## src/rtl/rotary_encoder_conditioner.sv

```systemverilog
// Synchronizes and debounces the Pmod ENC A/B/switch pins, emitting clean levels and one-cycle edge strobes.
// Latency: DEBOUNCE_CYCLES+1 edges from first capture of a stable raw value; no backpressure, all outputs registered.
module rotary_encoder_conditioner #(
    parameter int DEBOUNCE_CYCLES = 1000
) (
    input  logic clk,
    input  logic reset,
    input  logic a_raw,
    input  logic b_raw,
    input  logic sw_raw,
    output logic a,
    output logic b,
    output logic sw,
    output logic a_rise,
    output logic a_fall,
    output logic sw_press
);

    localparam int CW = (DEBOUNCE_CYCLES > 1) ? $clog2(DEBOUNCE_CYCLES) : 1;
    localparam logic [CW-1:0] CNT_MAX = CW'(DEBOUNCE_CYCLES - 1);
    localparam int CH_A  = 0;
    localparam int CH_B  = 1;
    localparam int CH_SW = 2;
    // A and B idle high on the connector, the switch idles low.
    localparam logic [2:0] RST_LVL = 3'b011;

    logic [2:0]    raw;
    logic [2:0]    s1_q;
    logic [2:0]    s2_q;
    logic [2:0]    clean_q;
    logic [2:0]    clean_d;
    logic [2:0]    upd;
    logic [CW-1:0] cnt_q [3];
    logic [CW-1:0] cnt_d [3];
    logic          a_rise_q, a_rise_d;
    logic          a_fall_q, a_fall_d;
    logic          sw_press_q, sw_press_d;

    assign raw = {sw_raw, b_raw, a_raw};

    always_comb begin
        clean_d = clean_q;
        upd     = '0;
        for (int i = 0; i < 3; i++) begin
            cnt_d[i] = '0;
            if (s2_q[i] != clean_q[i]) begin
                if (cnt_q[i] == CNT_MAX) begin
                    clean_d[i] = s2_q[i];
                    upd[i]     = 1'b1;
                end else begin
                    cnt_d[i] = cnt_q[i] + CW'(1);
                end
            end
        end
        // Strobes are registered alongside the clean level so both change on the same edge.
        a_rise_d   = upd[CH_A]  &  s2_q[CH_A];
        a_fall_d   = upd[CH_A]  & ~s2_q[CH_A];
        sw_press_d = upd[CH_SW] &  s2_q[CH_SW];
    end

    always_ff @(posedge clk or posedge reset) begin
        if (reset) begin
            s1_q       <= RST_LVL;
            s2_q       <= RST_LVL;
            clean_q    <= RST_LVL;
            a_rise_q   <= 1'b0;
            a_fall_q   <= 1'b0;
            sw_press_q <= 1'b0;
            for (int i = 0; i < 3; i++) begin
                cnt_q[i] <= '0;
            end
        end else begin
            s1_q       <= raw;
            s2_q       <= s1_q;
            clean_q    <= clean_d;
            a_rise_q   <= a_rise_d;
            a_fall_q   <= a_fall_d;
            sw_press_q <= sw_press_d;
            for (int i = 0; i < 3; i++) begin
                cnt_q[i] <= cnt_d[i];
            end
        end
    end

    assign a        = clean_q[CH_A];
    assign b        = clean_q[CH_B];
    assign sw       = clean_q[CH_SW];
    assign a_rise   = a_rise_q;
    assign a_fall   = a_fall_q;
    assign sw_press = sw_press_q;

endmodule

```

## config.mk

```make
export PLATFORM = sky130hd
export DESIGN_NAME = rotary_encoder_conditioner
export DESIGN_NICKNAME = d
export VERILOG_FILES = /design/src/rtl/rotary_encoder_conditioner.sv
export SDC_FILE = /design/constraint.sdc
export NUM_CORES = 1
export LEC_CHECK = 0
export ABC_AREA = 1
export CAP_MARGIN = 5
export CORE_MARGIN = 2
export CORE_UTILIZATION = 45
export DETAILED_ROUTE_END_ITERATION = 7
export PLACE_DENSITY_LB_ADDON = 0.1
export SYNTH_ARGS = -nofsm -noshare
export SYNTH_HDL_FRONTEND = slang
export SYNTH_SLANG_ARGS = --single-unit
export TNS_END_PERCENT = 5
```

## constraint.sdc

```tcl
create_clock -name clk -period 1.5 [get_ports clk]
set_clock_uncertainty 0.15 [all_clocks]
set_input_delay 0.225 -clock clk [delete_from_list [all_inputs] [get_ports clk]]
set_output_delay 0.225 -clock clk [all_outputs]
set_load 0.1 [all_outputs]
```

==> flow_summary.toml, run 1 <==
[run_status]
outcome = "finished, violations left"
violations = "setup timing"

[setup_path]
worstSetupPathType = "flip-flop to primary output"
cp_top_family = "flip-flops"
crit_buf_inv = 2
cp.required_ps = 1120
max_stage_delay_ps = 620
startpoint_type = "flip-flop"
endpoint_kind = "primary output"
r2r_slack_ps = 10
arrival_ps = 1160
worst_path_max_delay_cell = "dfstp_4"
cp_cell_sequence = "buf_6, buf_12"
cp_max_fo = 2

[flow_run]
drv_cap = 0

[clocking]
cts_max_level = 2
clk_transition_reported_paths_ps = 80
clock-sinks = 42
cts_hold_buf = 0
worstSkewPairLatency_ps = 290
cts_tree = "yes"
cts_buffer_depth = 2
clock-root-buffer = "clkbuf_8"
numCtsBuffers = 5

[floorplanning]
fp.dieW_um = 68.71
start_util_pct = 46.77
core_region_area_um2 = 4029
die_h_um = 68.71
fp-row-count = 23
io_pins = 11
die_area_um2 = 4721

[synth]
synthTopCellsByArea = "dfrtp_1 (48%), dfstp_2 (8.4%), nor2_1 (8.2%), nand2_1 (6.2%), inv_1 (5.0%)"
ys.flop_type = "dfrtp_1"
netlist_instances = 205
synth_cell_types = 23
synth_most_common_cell = "nor2_1"
syn_avg_cell_area_um2 = 9.192
syn_nets = 213
synth-seq-cells = 42
synthArstFlopShare_pct = 100.0
syn-cell-area_um2 = 1884
synth_commonest_cells = "nor2_1 (41), dfrtp_1 (36), nand2_1 (31)"
yosysTopAreaCellShare_pct = 47.81
synth_edf_count = 0
yosysWarningCount = 0
yosysSeqAreaShare_pct = 56.18
yosys.area.top_type = "dfrtp_1"

[sta]
period_needed_ps = 1530
finalMaxSlewViolations = 0
max-slew-margin-rel_pct = 78.41
period_share_pct = 102.0
hold_slack_ps = 135.4
finalHoldViolations = 0
rsz0062_at_grt = "true"
fmax_mhz = 653.5
worst_slack_ps = -30.23
tightest_slew_ps = 322.7
setup_violations = 1

[power_and_ir_drop]
power_leakage_nw = 1.023
vdd_drop_max_mv = 0.4699
pwr_density_cell_nw_per_um2 = 885.5
p_total_mw = 2.025

[route]
drt-total-wl_um = 3281
initialDrtViolationCount = 50
vias = 1368
drc = 0
first_pass_iters = 4
viasPerCell = 4.921
wl_per_cell_um = 11.80
drtAntennaViolNets = 0

[grt]
grt_max_degree = 32
grt_use_total_pct = 16.17
grt_antenna_before_repair = 0
grt_pass1_vias = 1272
grt_pass1_wl_um = 5533
overflow = 0

[layout]
final_cell_area_um2 = 2287
final_layout_size_suffix_gt1_share_pct = 19.30
nets = 235
final_cells = 278
areaGrowthSynthToFinish_pct = 21.38
insertedDiodeCount = 0

[placed_design]
gp_congestion = 0.8599
placed_area_um2 = 2162
dp_slack_ps = 11.67
port_buffers = 10
dp_cells = 270
hpwl_um = 2333

[hold_path]
hp-class = "primary input to async pin"
==> routing by layer <==
metal / share of wire (%) / global-route usage (%) / vias up
met3: 3.6 / 5.682 / 6
met4: 1.7 / 6.618 / 0
met2: 48 / 26.80 / 17
met1: 47 / 19.12 / 659
li1: - / - / 686
met5: 0 / 0 / -
==> what timing repair did <==
| item | 4_1_cts | 5_1_grt |
|---|---|---|
| endpoints found under the setup margin | 5 | 24 |
| pin swaps | 0 | 1 |
| setup buffers | 0 | 0 |
| gates resized for setup | 3 | 6 |
==> area by class of cell <==
cell class	instances	area, um2
clock buffer	7	86.33
clock inverter	1	5.005
fill	366	1742
inverter	25	93.84
multi-input combinational	138	758.2
sequential	42	1064
tap	50	62.56
timing repair buffer	15	217.7
==> worst min-delay path, delay by kind of cell <==
kind / cells / cell delay [ps]
buffers and inverters: 3 / 710
==> report_power, final <==
group          internal, mW  switching (mW)
clock network         0.371           0.370
logic                0.0401          0.0620
registers              1.16          0.0185
==> path summary, 6_finish.rpt <==
| check | startpoint | end | cells past startpoint |
|---|---|---|---|
| min in group clk | a_raw | s1_q[0] | 1 |
| setup / recovery | clean_q[0] | a | 2 |
| max in group asynchronous | reset | s2_q[1] | 3 |
| hold reg to reg | s1_q[0] | s2_q[0] | 0 |
| hold / removal | reset | cnt_q[1] | 3 |
| setup reg to reg | clean_q[0] | cnt_q[22] | 5 |
==> cells in the final DEF (no fill, tap or decap), drive strengths merged <==
cell type and count:
nor3 5, buf 11, nand4 1, xor2 10, nand2 34, a21oi 9
nand3 22, o21ai 3, a31oi 1, clkbuf 7, inv 25, clkinv 1
nor2 46, ha 3, or2 1, o21bai 1, xnor2 2, dfstp 6
clkdlybuf4s50 4, dfrtp 36
==> state kept, by name, indices dropped and copies added (netlist names) <==
register  flops
a_fall        1
s2_q          3
a_rise        1
s1_q          3
clean_q       3
cnt_q        30
sw_press      1
==> cell families (layout without fill, tap and decap cells) <==
| logic type | Yosys count | after routing | share of synthesized area [%] |
|---|---|---|---|
| and+or+nand+nor | 109 | 109 | 26.96 |
| DFF | 42 | 42 | 56.18 |
| buffers and inverters | 25 | 48 | 4.980 |
| AOI/OAI and AO/OA | 14 | 14 | 3.918 |
| xor gates and xnor gates | 12 | 12 | 5.977 |
| adders and majority gates | 3 | 3 | 1.992 |
==> stage by stage <==
stage               utilization (%)  TNS [ps]
floorplan                         -     -1966
finish                        56.77    -30.23
detailed placement            53.66         0
global route                  56.77    -243.0
CTS                           56.18    -39.35
global placement              53.66         0
Power figures use the tool's default switching activity.
==> inputs of run 2 (changes only) <==
--- a/config.mk
+++ b/config.mk
@@ -8,7 +8,7 @@
 export ABC_AREA = 1
 export CAP_MARGIN = 5
 export CORE_MARGIN = 2
-export CORE_UTILIZATION = 45
+export CORE_UTILIZATION = 47
 export DETAILED_ROUTE_END_ITERATION = 7
 export PLACE_DENSITY_LB_ADDON = 0.1
 export SYNTH_ARGS = -nofsm -noshare
==> run 2 against run 1 <==
The flow still finishes with violations (setup timing). Critical path depth is the same. Combinational power shrank 4%. Cell area shrank 0.88%. Sequential cell count is the same. Clock power shrank 3%. Final cell count shrank 0.72%. Critical path type unchanged.
==> flow_summary.toml, run 2 (same netlist as run 1, synthesis figures left out) <==
[floorplanning]
fp.dieW_um = 67.32
core_region_area_um2 = 3914
fp-row-count = 23
io_pins = 11
die_area_um2 = 4531
die_h_um = 67.32
start_util_pct = 48.15

[setup_path]
worst-r2r-cell-count = 5
arrival_ps = 1160
cp.required_ps = 1120
cp_max_fo = 2
worstSetupPathType = "flip-flop to primary output"
startpoint_type = "flip-flop"
r2r_slack_ps = 30
reg2reg_from = "clean_q[0]"
max_stage_delay_ps = 620
r2r_end = "cnt_q[29]"
cp_top_family = "flip-flops"
crit_buf_inv = 2
worst_path_max_delay_cell = "dfstp_4"
endpoint_kind = "primary output"
cp_cell_sequence = "buf_6, buf_12"

[route]
highest_layer = "met4"
wl_per_cell_um = 11.09
drt-total-wl_um = 3060
viasPerCell = 4.924
dr_wl_met3_um = 89
wirelength_met1_um = 1374
first_pass_iters = 4
vias = 1359
drtAntennaViolNets = 0
drc = 0
initialDrtViolationCount = 58
dr_wl_met2_um = 1518

[power_and_ir_drop]
power_leakage_nw = 1.013
pwr_density_cell_nw_per_um2 = 882.7
cell_internal_pwr_mw = 1.572
p_total_mw = 2.001
pwr-share-comb_pct = 4.9
p_sw_mw = 0.4292
vdd_drop_max_mv = 0.6758
pwr-share-clk_pct = 36.1
swShare_pct = 21.45
seq_power_share_pct = 59.1

[clocking]
worstSkewPairLatency_ps = 290
clock-sinks = 42
numCtsBuffers = 5
post-cts-setup-buffers = 0
cts_max_level = 2
cts_hold_buf = 0
clock-root-buffer = "clkbuf_8"
cts_buffer_depth = 2
clk_transition_reported_paths_ps = 70
cts_tree = "yes"

[layout]
largest_register_ffs = 30
final_cell_area_um2 = 2267
fill_cells = 356
final_common_cell = "nor2_1"
final_layout_size_suffix_gt1_share_pct = 19.03
final_util_pct = 57.93
insertedDiodeCount = 0
max_flop_register = "cnt_q"
areaGrowthSynthToFinish_pct = 20.32
final_cells = 276
mostFrequentLayoutCells = "nor2_1 (41), dfrtp_1 (35), nand2_1 (30)"
nets = 233

[placed_design]
dp_slack_ps = -4.688
dp_cells = 268
port_buffers = 10
hpwl_um = 2224
placed_area_um2 = 2147
gp_congestion = 0.8251

[sta]
period_share_pct = 102.6
finalMaxSlewViolations = 0
fin_tns_setup_ps = -38.28
rsz0062_at_grt = "true"
setup_violations = 1
fmax_mhz = 650.1
hold_slack_ps = 137.0
max-slew-margin-rel_pct = 78.11
tightest_slew_ps = 327.2
period_needed_ps = 1538
finalHoldViolations = 0
worst_slack_ps = -38.28

[grt]
overflow = 0
grt_pass1_wl_um = 5340
grt_max_degree = 43
grt_antenna_before_repair = 0
grt_use_total_pct = 16.09
grt_pass1_vias = 1308

[run_status]
outcome = "finished, violations left"
violations = "setup timing"

[flow_run]
drv_cap = 0

[hold_path]
hp-class = "primary input to async pin"
## run 2: changes by cell type in the layout (fill, tap and decap cells not counted), sizes merged
cell / previous run / this run
buf: 11 / 9
## run 2: layer usage
metal,GRT usage [%],up-vias
met2,26.73,16
met1,18.97,654
met5,0,-
li1,-,681
met4,9.949,0
met3,3.500,8
## run 2: how the worst max path moves through the flow
stage | from | cells past startpoint | endpoint | slack (ps)
after floorplan | clean_q[0] | 5 | cnt_q[28] | -130
after global placement | clean_q[0] | 5 | cnt_q[28] | 40
after detailed placement | clean_q[0] | 5 | cnt_q[22] | -5
after CTS | clean_q[0] | 2 | a | -50
after global routing | clean_q[0] | 2 | a | -70
final | clean_q[0] | 2 | a | -40
## run 2: repair_timing
action / 4_1_cts / 5_1_grt
gates resized for setup: 2 / 6
pin swaps: 0 / 3
setup endpoints to repair: 8 / 17
## run 2: layout make-up
type,count,area (um2),area share [%]
Timing Repair Buffer,13,198.9,8.775
Clock buffer,7,86.33,3.808
Sequential cell,42,1064,46.91
Tap cell,50,62.56,2.759
Clock inverter,1,5.005,0.2208
Inverter,25,93.84,4.139
Multi-Input combinational cell,138,757.0,33.39
## run 2: worst reg2reg max path: stages (launching register included)
cell,delay [ps]
dfstp_4,620
inv_1,60
or2_1,240
nand2_2,140
nand3_1,110
nor2_1,100
## run 2: power groups by stage
stage | clock (mW) | sequential, mW | combinational (mW)
6_report | 0.722 | 1.18 | 0.0976
5_1_grt | 0.815 | 1.18 | 0.115
4_1_cts | 0.758 | 1.18 | 0.0990
3_5_place_dp | 0 | 1.20 | 0.0979
3_3_place_gp | 0 | 1.20 | 0.0958
2_1_floorplan | 0 | 1.20 | 0.0646
